**src/rtl/serial_mod_pkg.sv**
```systemverilog
// Shared constants and helpers for the serial modulus detector.
// Remainder width is max(1, clog2(DIVISOR)).
package serial_mod_pkg;

  localparam int DIVISOR_MIN   = 1;
  localparam int DIVISOR_MAX   = 256;
  localparam int CNT_W_DEFAULT = 8;

  function automatic int rem_width(input int d);
    return (d <= 2) ? 1 : $clog2(d);
  endfunction

endpackage

```
**src/rtl/serial_mod_step.sv**
```systemverilog
// Combinational remainder step: (2*rem + a) mod DIVISOR.
// Because 2*rem + a < 2*DIVISOR, a single conditional subtract replaces a divider.
module serial_mod_step
  import serial_mod_pkg::*;
#(
  parameter int DIVISOR = 4,
  localparam int RW = rem_width(DIVISOR)
) (
  input  logic [RW-1:0] rem_in,
  input  logic          a,
  output logic [RW-1:0] rem_out
);

  localparam int DW = RW + 1;
  localparam logic [RW:0] DIV_V = DW'(DIVISOR);

  logic [RW:0] dbl;
  logic [RW:0] diff;

  always_comb begin
    dbl     = {rem_in, a};
    diff    = dbl - DIV_V;
    rem_out = (dbl >= DIV_V) ? diff[RW-1:0] : dbl[RW-1:0];
  end

endmodule

```
**src/rtl/serial_mod_detector.sv**
```systemverilog
// Serial MSB-first divisibility detector with remainder, hit pulse and bit counter.
// Optional hit counter output enabled by defining SERIAL_MOD_HIT_CNT_EN.
module serial_mod_detector
  import serial_mod_pkg::*;
#(
  parameter int DIVISOR = 4,
  parameter int CNT_W   = CNT_W_DEFAULT,
  localparam int RW = rem_width(DIVISOR)
) (
  input  logic             clk,
  input  logic             rst,
  input  logic             a,
  input  logic             valid,
  input  logic             start,
  output logic             y,
  output logic [RW-1:0]    rem,
  output logic             hit,
  output logic [CNT_W-1:0] nbits
`ifdef SERIAL_MOD_HIT_CNT_EN
  ,
  output logic [CNT_W-1:0] hit_cnt
`endif
);

  if (DIVISOR < DIVISOR_MIN || DIVISOR > DIVISOR_MAX) begin : g_bad_divisor
    $error("serial_mod_detector: DIVISOR out of range 1..256");
  end

  function automatic logic [CNT_W-1:0] sat_inc(input logic [CNT_W-1:0] v);
    return (&v) ? v : v + CNT_W'(1);
  endfunction

  logic          seen;
  logic [RW-1:0] rem_base;
  logic [RW-1:0] rem_next;

  // A start with a valid bit treats that bit as the MSB of a fresh number.
  always_comb begin
    rem_base = start ? '0 : rem;
  end

  serial_mod_step #(.DIVISOR(DIVISOR)) u_step (
    .rem_in  (rem_base),
    .a       (a),
    .rem_out (rem_next)
  );

  always_ff @(posedge clk) begin
    if (rst) begin
      rem   <= '0;
      seen  <= 1'b0;
      hit   <= 1'b0;
      nbits <= '0;
    end else begin
      hit <= 1'b0;
      if (valid) begin
        rem   <= rem_next;
        seen  <= 1'b1;
        nbits <= start ? CNT_W'(1) : sat_inc(nbits);
        hit   <= (rem_next == '0);
      end else if (start) begin
        rem   <= '0;
        seen  <= 1'b0;
        nbits <= '0;
      end
    end
  end

`ifdef SERIAL_MOD_HIT_CNT_EN
  // Counts every issued hit since reset; start does not clear it.
  always_ff @(posedge clk) begin
    if (rst) begin
      hit_cnt <= '0;
    end else if (valid && (rem_next == '0)) begin
      hit_cnt <= sat_inc(hit_cnt);
    end
  end
`endif

  always_comb begin
    y = seen && (rem == '0);
  end

endmodule

```
**config.mk**
```make
export PLATFORM = sky130hd
export DESIGN_NAME = serial_mod_detector
export DESIGN_NICKNAME = d
export VERILOG_FILES = /design/src/rtl/serial_mod_pkg.sv /design/src/rtl/serial_mod_step.sv /design/src/rtl/serial_mod_detector.sv
export SDC_FILE = /design/constraint.sdc
export NUM_CORES = 1
export LEC_CHECK = 0
export BUFFER_PORTS_ARGS = -buffer_cell sky130_fd_sc_hd__clkbuf_2
export CORE_AREA = 2 2 39 41
export DETAILED_ROUTE_END_ITERATION = 10
export DIE_AREA = 0 0 41 43
export PLACE_DENSITY = 0.82
export SYNTH_ARGS = -nofsm -noshare
export SYNTH_HDL_FRONTEND = slang
export SYNTH_HIERARCHICAL = 1
export SYNTH_SLANG_ARGS = --single-unit
```
**constraint.sdc**
```tcl
create_clock -name clk -period 1.5 [get_ports clk]
set_input_delay 0 -clock clk [delete_from_list [all_inputs] [get_ports clk]]
set_output_delay 0 -clock clk [all_outputs]
set_load 0.05 [all_outputs]
```
==> impl_metrics.toml <==
[synthesis]
synthesis.area_per_instance_um2 = 8.795
synth_area_um2 = 606.8
post_synth_num_cell_types = 29
synthFlopType = "dfxtp_1"
synthesis_warning_total = 6
synth_area_leader_cell = "dfxtp_1"
yosys-top-cells-count = "dfxtp_1 (12), a21oi_1 (7), nand2_1 (5), nor2_1 (5), nand4_1 (4)"
synth.net_count = 75
postSynthRegisterBits = 12
synthCells = 69
number_of_enable_type_register_cells_in_the_synthesized_netlist = 0
most_used_standard_cell_by_instance_count_after_synthesis = "dfxtp_1"
netlist_top_cells_area = "dfxtp_1 (40%), a21oi_1 (5.8%), mux2i_1 (4.9%)"
synth_seq_area_share = 0.3959
synth-async-reset-ratio = 0
synth_top_area_frac = 0.3959

[detailed_routing]
dr.max_layer_used = "met4"
detail-route-antenna-nets = 0
number_of_iterations_in_the_first_detailed_routing_pass = 4
routed_length_on_met3_um = 100
wl_met2_um = 647
routed-via-count = 597
routedLengthMet1_um = 536
vias_per_cell = 5.853
routed_wire_length_per_instance_um = 12.82
drtIter0Drc = 15
routed_wirelength_mm = 1.308
drc = 0

[die]
die-height_um = 43
fp-row-count = 14
chip_width_um = 41
core_region_area_um2 = 1384
floorplan.io_pins = 17
floorplan.initialDensity = 0.4385
die-area_um2 = 1763

[setup_path]
cpPeakStageDelay_ns = 0.37
crit_required_ns = 1.68
cp.buffers_inverters = 0
critical_path_class = "reg -> reg"
cp.depth = 4
reg2regPathDepth = 4
cp_cell_sequence = "ha_1, nand4_1, and4_1, a2111oi_2"
crit_family = "flip-flops"
critPathSlowestCell = "dfxtp_2"
arrival_ns = 1.59
critical_path.startpoint_type = "flip-flop"
setup.worst_path.end_class = "flip-flop"
cp_max_fo = 6

[finish]
post_layout_cell_count = 102
finished_core_util = 0.5380
syn2layout_area_growth_pct = 22.68
final_net_count = 93
area_occupied_by_multi_input_gates_um2 = 325.3
layout-drive-gt1-share = 0.3256
fill_cells = 122
antennaDiodeCount = 0
layout.area.seq_um2 = 245.2

[grt]
number_of_antenna_violations_at_the_first_check_in_global_routing = 0
global_route.usage.total = 0.1771
grt_pass1_wl_mm = 2.049
first_global_vias = 512
overflow = 0
grt_start_max_net_pins = 10

[clock_tree]
post_cts_resize_count = 0
worstSkewPairLatency_ns = 0.28
cts.sinks = 12
clk_transition_reported_paths_ns = 0.08
cts.htree.levels = 1
numCtsBuffers = 3
cts_tree = "yes"
post-cts-setup-buffers = 0
cts_root_buf = "clkbuf_4"
clock_path_buffers = 2

[placement]
placement.io_buffers = 16
place.detailed.instances = 95
dp_hpwl_um = 903
gpl.final_weighted_congestion = 0.7941

[pwr]
vdd.ir_drop.worst_mv = 0.4154
leakagePower_nw = 0.3216
pwr_density_cell_nw_per_um2 = 912.9

[sta]
timing.final.hold_violations = 0
final_max_slew_viol_count = 0
finalWorstPathRequiredPeriod_ns = 1.407
grt_setup_unrepaired = "false"
max-slew-margin-rel = 0.7304
finalSetupViolations = 0
final_min_period_over_clock_period = 0.9383
fmaxAchievable_ghz = 0.7105
timing_worst_slew_pin_value_ns = 0.4030
fin_skew_ns = 0.001575

[worst_hold_path]
hold_path_depth = 2
min_path_type = "in -> reg"

[run_status]
status = "completed"

[run]
cap_viol_max_count = 0
## layout by cell type, fill, tap and decap left out, drive strengths merged, types with 2 or more instances in the layout
cell type and count:
a21oi 7, a31oi 3, and4 3, clkbuf 20, dfxtp 12, dlygate4sd3 3
inv 2, mux2i 3, nand2 5, nand3 2, nand4 4, nor2 5
nor2b 2, nor3b 3, nor4 2
## state kept, by name, summed over array words and instances (netlist names)
name and count:
nbits 8, rem 2, hit 1, seen 1
## routing by layer
metal | vias up | global-route usage
li1 | 289 | -
met1 | 274 | 0.1748
met2 | 30 | 0.2813
met3 | 4 | 0.09948
met4 | 0 | 0.08667
met5 | - | 0
## through the flow
step           setup slack, ns  power, mW  instance area [um2]  hold slack [ns]  TNS [ns]
2_1_floorplan         -0.05941     0.4044                616.8           0.1687   -0.1227
3_3_place_gp            0.1693     0.4154                678.2           0.1805         0
3_5_place_dp           0.09583     0.4172                678.2           0.1858         0
4_1_cts                0.08080     0.6909                744.5          0.01858         0
5_1_grt               0.007919     0.7085                744.5          0.04674         0
6_report               0.09262     0.6796                744.5          0.03241         0
## power by group
group	total (mW)	switching [mW]	internal (mW)
logic	0.0822	0.0553	0.0268
clock network	0.265	0.117	0.148
registers	0.333	0.00630	0.327
total	0.680	0.178	0.501
## final timing paths
kind,startpoint,end,slack (ns)
worst max-delay path,nbits[0],nbits[5],0.09
worst min-delay path,start,nbits[5],0.03
worst min register to register,nbits[1],nbits[1],0.49
worst max register to register,nbits[0],nbits[5],0.09
## final cells by class
type | count | area share
inverter | 2 | 0.01008
tap | 16 | 0.02689
clock buffer | 4 | 0.04874
sequential | 12 | 0.3294
timing repair buffer | 19 | 0.1479
multi-input combinational | 49 | 0.4370
## cells by family after synthesis
logic type / Yosys count / share of synthesized area
fa+ha+maj: 1 / 0.02062
buf+inv: 8 / 0.07628
compound gates: 16 / 0.1732
simple gates: 29 / 0.2845
flops: 12 / 0.3959
mux: 3 / 0.04949
## timing repair
action,4_1_cts,5_1_grt
endpoints found under the setup margin,0,0
hold buffers,3,0
hold endpoints to repair,3,0
No activity file was read; power rests on OpenSTA's default activity.
